<file path="src/rtl/sdp_bram_fifo.sv">
// sdp_bram_fifo: show-ahead FIFO over a simple dual-port BRAM with a prefetched head entry
// Ports: clk, rst (async, active-high), clr (sync flush); push/push_data/full on the write side;
// pop/pop_data/empty on the read side; count = RAM entries + prefetched head;
// overflow/underflow sticky errors, built only when SDP_BRAM_FIFO_ERR_EN is defined (else tied 0).
module sdp_bram #(
  parameter int ADDR_WIDTH = 6,
  parameter int DATA_WIDTH = 8
) (
  input  logic                  clk,
  input  logic                  we,
  input  logic [ADDR_WIDTH-1:0] wa,
  input  logic [DATA_WIDTH-1:0] wd,
  input  logic                  re,
  input  logic [ADDR_WIDTH-1:0] ra,
  output logic [DATA_WIDTH-1:0] rd
);
  logic [DATA_WIDTH-1:0] mem [2**ADDR_WIDTH];
  always_ff @(posedge clk) begin
    if (we) mem[wa] <= wd;
    if (re) rd <= mem[ra];
  end
endmodule

module sdp_bram_fifo #(
  parameter int ADDR_WIDTH = 6,
  parameter int DATA_WIDTH = 8
) (
  input  logic                  clk,
  input  logic                  rst,
  input  logic                  clr,
  input  logic                  push,
  input  logic [DATA_WIDTH-1:0] push_data,
  output logic                  full,
  input  logic                  pop,
  output logic [DATA_WIDTH-1:0] pop_data,
  output logic                  empty,
  output logic [ADDR_WIDTH:0]   count,
  output logic                  overflow,
  output logic                  underflow
);
  logic [ADDR_WIDTH:0] wptr, rptr, ram_cnt;
  logic out_valid, do_push, do_read;
  assign ram_cnt = wptr - rptr;
  assign full = ram_cnt == {1'b1, {ADDR_WIDTH{1'b0}}};
  assign empty = !out_valid;
  assign count = ram_cnt + {{ADDR_WIDTH{1'b0}}, out_valid};
  // a flush discards any same-cycle push or read so nothing leaks past it
  assign do_push = push & !full & !clr;
  // refill the head whenever it is absent or being consumed; ram_cnt != 0 keeps reads off the write address
  assign do_read = (ram_cnt != '0) & (!out_valid | pop) & !clr;
  sdp_bram #(.ADDR_WIDTH(ADDR_WIDTH), .DATA_WIDTH(DATA_WIDTH)) u_ram (
    .clk(clk),
    .we(do_push),
    .wa(wptr[ADDR_WIDTH-1:0]),
    .wd(push_data),
    .re(do_read),
    .ra(rptr[ADDR_WIDTH-1:0]),
    .rd(pop_data)
  );
  always_ff @(posedge clk or posedge rst) begin
    if (rst) begin
      wptr <= '0;
      rptr <= '0;
      out_valid <= 1'b0;
    end else if (clr) begin
      wptr <= '0;
      rptr <= '0;
      out_valid <= 1'b0;
    end else begin
      wptr <= wptr + {{ADDR_WIDTH{1'b0}}, do_push};
      rptr <= rptr + {{ADDR_WIDTH{1'b0}}, do_read};
      out_valid <= do_read | (out_valid & !pop);
    end
  end
`ifdef SDP_BRAM_FIFO_ERR_EN
  always_ff @(posedge clk or posedge rst) begin
    if (rst) begin
      overflow <= 1'b0;
      underflow <= 1'b0;
    end else if (clr) begin
      overflow <= 1'b0;
      underflow <= 1'b0;
    end else begin
      overflow <= overflow | (push & full);
      underflow <= underflow | (pop & empty);
    end
  end
`else
  assign overflow = 1'b0;
  assign underflow = 1'b0;
`endif
endmodule

</file>
<file path="config.mk">
export PLATFORM = sky130hd
export DESIGN_NAME = sdp_bram_fifo
export DESIGN_NICKNAME = d
export VERILOG_FILES = /design/src/rtl/sdp_bram_fifo.sv
export SDC_FILE = /design/constraint.sdc
export NUM_CORES = 1
export LEC_CHECK = 0
export CELL_PAD_IN_SITES_DETAIL_PLACEMENT = 1
export CELL_PAD_IN_SITES_GLOBAL_PLACEMENT = 2
export CORE_AREA = 8 8 215 217
export CTS_CLUSTER_DIAMETER = 200
export CTS_CLUSTER_SIZE = 14
export DETAILED_ROUTE_END_ITERATION = 10
export DIE_AREA = 0 0 223 225
export DONT_BUFFER_PORTS = 1
export PLACE_DENSITY_LB_ADDON = 0.1
export SLEW_MARGIN = 20
export SYNTH_ARGS = -nofsm -noshare
export SYNTH_HDL_FRONTEND = slang
export SYNTH_SLANG_ARGS = --single-unit
</file>
<file path="constraint.sdc">
create_clock -name clk -period 5.1 [get_ports clk]
set_input_delay 0.765 -clock clk [delete_from_list [all_inputs] [get_ports clk]]
set_output_delay 0.765 -clock clk [all_outputs]
set_load 0.02 [all_outputs]
</file>
Word-level counts from Yosys, hierarchy flattened
Memories as Yosys holds them, arrays and structs flattened. A register that Yosys moved wholly into a read port is not among the register bits.
Cells that the tools add are included.

cells by class
  add/sub/neg operators = 4
  multiply operators = 0
  div/mod/pow operators = 0
  order comparisons = 0
  equality and inequality tests = 1
  shift operators = 0
  muxes and demuxes = 5
  bitwise gates (word level) = 7
  reduce and logical (&&, ||, !) cells = 5

operators with widths
  operator              count
  $add A7 B1 Y7         3
  $mux W7               2
  $eq A7 B7 Y1 const B  1
  $reduce_bool A7 Y1    1
  $sub A7 B7 Y7         1
  $and A1 B1 Y1         5
  $logic_not A1 Y1      4
  $mux W1               3
  $or A1 B1 Y1          2

word-level totals
  register bits after elaboration = 15
  bits in latches = 0
  memory bits (writable) = 512
  memory bits (read-only) = 0
  memories kept = 1

memory list
  memory     depth  width  read ports  clocked after memory_dff  write ports  RTL line  RTL
  u_ram.mem  64     8      1           1                         1            17        logic [DATA_WIDTH-1:0] mem [2**ADDR_WIDTH];

Depth between registers and ports, before layout
Gate-level depths: netlist of run 1.

  depth after elaboration = 7
  mapped depth = 17
  mapped depth without buffers = 16

Cells and area by module
A second synthesis of run 1 with hierarchy kept.

unflattened totals
  cells, all modules = 1063
  area total of the unflattened synthesis = 21389.3 µm²

by module, submodules not included
  module         instances  cells each  area an instance (µm²)  seq. area each (µm²)
  sdp_bram       1          940         20246.9                 15615.0
  sdp_bram_fifo  1          123         1142.3                  375.4

Worst setup path before layout of run 1
No wires, ideal clock.

  kind = flip-flop to flip-flop
  from = register rptr[1]
  to = memory u_ram.mem[49][0] (enable)
  setup time = 0.395 ns
  arrival = 3.839 ns
  required time = 4.705 ns
  path slack = 0.866 ns
  cell stages (with the launch flop) = 13
  period minus slack after synthesis = 4.234 ns
  path through = dfrtp_1 -> clkbuf_1 -> clkbuf_1 -> inv_1 -> fa_1 -> a21o_1 -> a21o_1 -> and4_4 -> nor3_2 -> and4bb_1 -> buf_6 -> buf_6 -> nor4_1

between the ends
  word-level cells in the longest chain between the ends = 7

RTL lines
  item                           RTL line  RTL
  start: declaration             41        logic [ADDR_WIDTH:0] wptr, rptr, ram_cnt;
  start signal: assignment       71        rptr <= rptr + {{ADDR_WIDTH{1'b0}}, do_read};
  $sub A7 B7 Y7                  43        assign ram_cnt = wptr - rptr;
  $eq A7 B7 Y1                   44        assign full = ram_cnt == {1'b1, {ADDR_WIDTH{1'b0}}};
  net full                       33        output logic full,
  $logic_not A1 Y1               48        assign do_push = push & !full & !clr;
  $and A1 B1 Y1 (2 in a row)     48
  $mux W1                        19        if (we) mem[wa] <= wd;
  $mux W1 (not written as such)  19
  end: declaration               17

The timed path passes the listed nets, and every way through them passes these cells.

Final worst setup path of run 1
  from = register wptr[0]
  to = output port count[6]

between the ends
  word-level cells in the longest chain between the ends = 2

RTL lines
  item                      RTL line  RTL
  start: declaration        41
  start signal: assignment  70        wptr <= wptr + {{ADDR_WIDTH{1'b0}}, do_push};
  $sub A7 B7 Y7             43
  $add A7 B1 Y7             46        assign count = ram_cnt + {{ADDR_WIDTH{1'b0}}, out_valid};
  end: declaration          37        output logic [ADDR_WIDTH:0] count,

Every way passes these cells.

==> results of run 1 <==
cell families after synthesis:
group                    after synthesis  share of synthesized area, %
flip-flops                           535                          74.5
multiplexers                         162                          16.5
AND/OR/NAND/NOR                      156                          4.30
buffers and inverters                 75                          1.78
AO/OA/AOI/OAI                         44                          1.41
XOR/XNOR                              15                         0.612
adder cells (fa/ha/maj)               13                         0.793
other                                  1                        0.0175
through the flow:
stage,utilization [%],hold slack (ns)
after floorplan,-,0.529
after global placement,52.4,0.550
after detailed placement,52.4,0.571
after CTS,55.3,0.155
after global routing,55.3,0.196
final,55.3,0.157
area by class of cell:
cell class,count,share of cell area (%)
flip-flops and latches,535,67.8
multi-input cells,392,22.6
clock buffers,63,5.06
well taps,546,2.89
repair buffers,37,1.34
inverters,13,0.207
clock inverters,1,0.0689
critical path, cell delays in order (launching register included):
cell and delay (ns):
dfrtp_1 0.43, inv_1 0.17, ha_1 0.22, inv_1 0.06
fa_1 0.39, a21o_1 0.19, a21o_1 0.20, a2111oi_1 0.47
nor3_2 0.13, xnor2_1 0.58
per-layer routing:
layer / GRT usage (%) / wire, microns / vias up
li1: - / - / 4256
met1: 29.6 / 22800 / 5411
met2: 32.9 / 24500 / 280
met3: 3.15 / 2490 / 69
met4: 6.82 / 1450 / 0
met5: 0 / 0 / -
cell usage after synthesis (3+ instances only):
| library cell | instances | area share [%] |
|---|---|---|
| clkbuf_1 | 28 | 0.49 |
| a22oi_1 | 14 | 0.49 |
| buf_1 | 11 | 0.19 |
| nor3b_1 | 3 | 0.10 |
| inv_1 | 11 | 0.19 |
| xor2_1 | 8 | 0.33 |
| nand2b_1 | 4 | 0.12 |
| nor4b_1 | 11 | 0.45 |
| nand3_1 | 17 | 0.40 |
| nor2b_1 | 7 | 0.20 |
| buf_2 | 8 | 0.19 |
| or3_1 | 9 | 0.26 |
| edfxtp_1 | 520 | 73 |
| nor2_1 | 17 | 0.30 |
| mux2i_1 | 8 | 0.37 |
| nor4_1 | 43 | 1.3 |
| buf_6 | 9 | 0.47 |
| dfrtp_1 | 15 | 1.7 |
| xnor2_1 | 7 | 0.29 |
| ha_1 | 12 | 0.70 |
| nor3_1 | 7 | 0.16 |
| a21oi_1 | 7 | 0.16 |
| buf_4 | 6 | 0.21 |
| mux4_2 | 154 | 16 |
| and2_1 | 5 | 0.15 |
| nand2_1 | 21 | 0.37 |
| o21ai_0 | 8 | 0.19 |
path summary, 6_finish.rpt:
check	slack, ns	cells past startpoint	from	endpoint
worst min register to register	0.58	2	wptr[6]	wptr[6]
min in group clk	0.24	1	clr	rptr[0]
worst min-delay path	0.16	1	rst	wptr[1]
worst max register to register	1.00	12	wptr[0]	u_ram.mem[49][1]
max in group asynchronous	4.46	1	rst	rptr[1]
worst max-delay path	0.89	9	wptr[0]	count[6]
where the power goes:
part           switching [W]  total, W  internal [W]
Combinational        0.00109   0.00205      0.000955
Clock                0.00146   0.00308       0.00161
Sequential         0.0000813   0.00497       0.00488
Total                0.00264    0.0101       0.00745
flip-flops by register name, summed over array words and instances, names as in the netlist:
| signal | cells |
|---|---|
| rptr | 7 |
| u_ram.mem | 512 |
| wptr | 7 |
| u_ram.rd | 8 |
| out_valid | 1 |
==> reports/summary.txt, run 1 <==
Power Total - 0.0101 W
# DRC - 0
Largest net degree at the start of global routing - 106
Pwr per Cell Area - 427 nW/um^2
Clock sinks - 535
Post-synth EDFFs - 520
Starting Density - 50.2%
Die Ht - 225 microns
Max FO, Critical Path - 6
Post-cts sizing count - 0
Hold-fix buffers, CTS - 0
Later-pin clock latency in the skew report - 0.58 ns
Initial antenna violation count - 0
Dominant synthesized flop cell - edfxtp_1
Routed Wire Length - 51,300 microns
Final slew viol count - 0
Multi-input logic area - 5350 sq um
P&R area growth vs syn - 10.0%
Via density per instance - 6.31
Site row count - 76
Status - finished clean
Die Footprint - 50,200 sq um
RePlAce Congestion - 0.766
Layout Cells excl Fill - 1,587
DP Worst Slack - 1.08 ns
Mapped cell area - 21,500 sq um
Max IR drop VDD - 0.000299 V
CP required - 4.34 ns
Final Hold Viols - 0
Clock Skews - 0.0238 ns
Min-delay worst type - in2async
First-pass GRT wire length - 75,600 microns
Arr. time, crit path - 3.45 ns
Wire per inst - 32.3 microns
Commonest non-fill, non-tap cell in the layout - edfxtp_1
Synth unique cells - 51
Root buffer cell - clkbuf_16
Post-CTS setup buffers - 0
Tightest Pin Transition - 1.06 ns
I/O pin cnt - 32
Hpwl dp - 31,400 microns
Cell area after layout - 23,600 sq um
Synth warn - 0
Post-Place Cells - 1,523
Core area - 42,700 sq um
CTS tree - done
Initial DRC count - 1,047
Setup TNS - 0 ns
TritonCTS Buffers - 44
Ys async rst share - 2.80%
Fraction of layout cells with a size suffix above 1 - 27.7%
Sequential-to-total area share from yosys stat - 74.5%
Vias in the first global route - 10,500
Slew HR - 29.1%
Cells after Synth - 1,001
Max H-tree Level - 2
Flip-flop and latch area - 16,000 sq um
Maximum Capacitance Violations - 0
Fin crit period - 4.21 ns
Yosys reg bits - 535
Fmax achieved - 237 MHz
Total GRT Usage - 20.8%
TritonRoute pass-1 iters - 5
CTS Buffer Depth - 3
Unrepaired setup endpoints after global routing - false
Most frequent cells in the layout - edfxtp_1, mux4_2, clkbuf_16, buf_4, nor4_2
Syn avg cell area - 21.4 sq um
Leakage - 7.04 nW
DR vias - 10,000
Final setup margin - 0.889 ns
Chip width - 223 microns
Nets - 1,049
Antenna-violating nets left - 0
Clock transition at the registers of the reported paths - 0.07 ns
Gr ovfl total - 0
Period utilization - 82.6%
IO buf count - 0
Filler instances - 3,618
Final setup fails - 0
Ant diodes - 0
Placed cell area - 22,400 sq um
Critical path class - reg2out
Startpoint class of the critical path - register
Critical Path Sink Type - output port
Note: power is estimated with default switching activity, not from simulation.
==> run 2, diff against run 1 <==
==> constraint.sdc (replaced) <==
create_clock -name clk -period 4.2 [get_ports clk]
set_input_delay 0.63 -clock clk [delete_from_list [all_inputs] [get_ports clk]]
set_output_delay 0.63 -clock clk [all_outputs]
set_load 0.02 [all_outputs]
==> reports/summary.txt, run 2 (synthesis results as in run 1) <==
Status - finished clean (unchanged)
Largest register FFs - 512 (unchanged)
Gr ovfl total - 0 (unchanged)
CTS tree - done (unchanged)
Startpoint class of the critical path - register (unchanged)
Initial DRC count - 838 (was 1,047)
TritonCTS Buffers - 44 (unchanged)
Hpwl dp - 30,600 microns (was 31,400 microns)
Site row count - 76 (unchanged)
Critical path class - reg2out (unchanged)
Fin crit period - 4.00 ns
Min Hold Slack - 0.0401 ns (was 0.157 ns)
CTS Buffer Depth - 3 (unchanged)
Min-delay worst type - in2async (unchanged)
Clock transition at the registers of the reported paths - 0.07 ns (about the same)
Tightest Pin Transition - 1.14 ns (was 1.06 ns)
Critical Path Sink Type - output port (unchanged)
Crit path largest cell delay - 0.47 ns (was 0.58 ns)
Core area - 42,700 sq um (unchanged)
Top reg by flops - u_ram.mem (unchanged)
Slew HR - 23.6% (was 29.1%)
CP delay by family, top - compound AO/OA/AOI/OAI gates (unchanged)
Chip width - 223 microns (unchanged)
Fraction of layout cells with a size suffix above 1 - 28.6% (was 27.7%)
Clock Skews - 0.0205 ns (was 0.0238 ns)
Unrepaired setup endpoints after global routing - false (unchanged)
Arr. time, crit path - 3.37 ns (was 3.45 ns)
# DRC - 0 (unchanged)
Fmax achieved - 250 MHz
Flip-flop and latch area - 16,000 sq um (about the same)
Final setup fails - 0 (unchanged)
Total GRT Usage - 20.7% (was 20.8%)
Pwr per Cell Area - 513 nW/um^2 (was 427 nW/um^2)
Layout Cells excl Fill - 1,608 (was 1,587)
Largest net degree at the start of global routing - 130 (was 106)
Ant diodes - 0 (unchanged)
Later-pin clock latency in the skew report - 0.57 ns (was 0.58 ns)
Placed cell area - 22,500 sq um (was 22,400 sq um)
Nets - 1,072 (was 1,049)
Post-CTS setup buffers - 0 (unchanged)
Die Ht - 225 microns (unchanged)
Worst-path cell chain - inv_1 > ha_1 > inv_1 > fa_1 > a21o_1 > a21o_1 > a2111oi_1 > nor3_2 > and4bb_4 > buf_4 (was inv_1 > ha_1 > inv_1 > fa_1 > a21o_1 > a21o_1 > a2111oi_1 > nor3_2 > xnor2_1)
Most frequent cells in the layout - edfxtp_1, mux4_2, buf_4, clkbuf_16, nor4_2 (was edfxtp_1, mux4_2, clkbuf_16, buf_4, nor4_2)
First-pass GRT wire length - 76,000 microns (was 75,600 microns)
Root buffer cell - clkbuf_16 (unchanged)
Cell area after layout - 23,800 sq um (was 23,600 sq um)
Routed Wire Length - 51,000 microns (was 51,300 microns)
Wire per inst - 31.7 microns (was 32.3 microns)
Antenna-violating nets left - 0 (unchanged)
Leakage - 7.16 nW (was 7.04 nW)
Clock sinks - 535 (unchanged)
Multi-input logic area - 5340 sq um (was 5350 sq um)
Max FO, Critical Path - 6 (unchanged)
Slowest cell on the critical path - a2111oi_1 (was xnor2_1)
Post-Place Cells - 1,546 (was 1,523)
Vias in the first global route - 10,900 (was 10,500)
Setup TNS - 0 ns (unchanged)
Maximum Capacitance Violations - 0 (unchanged)
Via density per instance - 6.31 (about the same)
CP required - 3.57 ns (was 4.34 ns)
Die Footprint - 50,200 sq um (unchanged)
RePlAce Congestion - 0.795 (was 0.766)
Period utilization - 95.2%
DR vias - 10,200 (was 10,000)
Initial antenna violation count - 1 (was 0)
P&R area growth vs syn - 10.8% (was 10.0%)
IO buf count - 0 (unchanged)
Final Hold Viols - 0 (unchanged)
Max IR drop VDD - 0.000385 V (was 0.000299 V)
Filler instances - 3,554 (was 3,618)
Commonest non-fill, non-tap cell in the layout - edfxtp_1 (unchanged)
Buffers and inverters on the worst path - 3 (was 2)
Max H-tree Level - 2 (unchanged)
Hold-fix buffers, CTS - 0 (unchanged)
TritonRoute pass-1 iters - 5 (unchanged)
Post-cts sizing count - 0 (unchanged)
Starting Density - 50.2% (unchanged)
I/O pin cnt - 32 (unchanged)
Final slew viol count - 0 (unchanged)
Final core occ - 55.7% (was 55.3%)
Regs by FF count - u_ram.mem x512, u_ram.rd x8 (unchanged)
[run 2: worst paths after layout]
check	from	cells past startpoint	endpoint	slack, ns
max	wptr[0]	10	full	0.20
min	rst	1	rptr[2]	0.04
max reg2reg	wptr[0]	11	u_ram.mem[31][4]	0.34
min reg2reg	rptr[6]	2	rptr[6]	0.57
max in group asynchronous	rst	1	rptr[0]	3.66
min in group clk	clr	1	rptr[2]	0.12
[run 2: cell type report]
| class | instances | share of cell area [%] |
|---|---|---|
| Timing Repair Buffer | 60 | 2.11 |
| Sequential cell | 535 | 67.3 |
| Multi-Input combinational cell | 392 | 22.5 |
| Clock buffer | 61 | 4.99 |
| Inverter | 13 | 0.205 |
| Clock inverter | 1 | 0.0684 |
| Tap cell | 546 | 2.87 |
[run 2: power by group]
part           switching (W)  internal [W]  leakage [nW]
registers          0.0000777       0.00593          4.88
logic                0.00126       0.00122          1.70
clock network        0.00175       0.00195         0.580
total                0.00309       0.00910          7.16
[run 2: metrics by stage]
step / total power (W) / worst slack [ns]
6_report: 0.0122 / 0.202
5_1_grt: 0.0126 / 0.0335
4_1_cts: 0.0123 / 0.149
3_5_place_dp: 0.00865 / 0.184
3_3_place_gp: 0.00862 / 0.435
2_1_floorplan: 0.00801 / -0.0339
[run 2: layer usage]
| layer | GRT usage [%] | up-vias | wire [microns] |
|---|---|---|---|
| met5 | 0 | - | 12 |
| met4 | 5.97 | 2 | 1200 |
| met3 | 3.02 | 64 | 2310 |
| met2 | 34.7 | 283 | 25600 |
| met1 | 28.2 | 5495 | 21900 |
| li1 | - | 4307 | - |
[run 2: worst reg2reg max path: cells and delay by family (launching register included)]
kind            cells  cell delay, ns
compound gates      2            0.40
fa+ha+maj           2            0.59
buf+inv             3            0.39
flops               1            0.44
simple gates        4            1.65
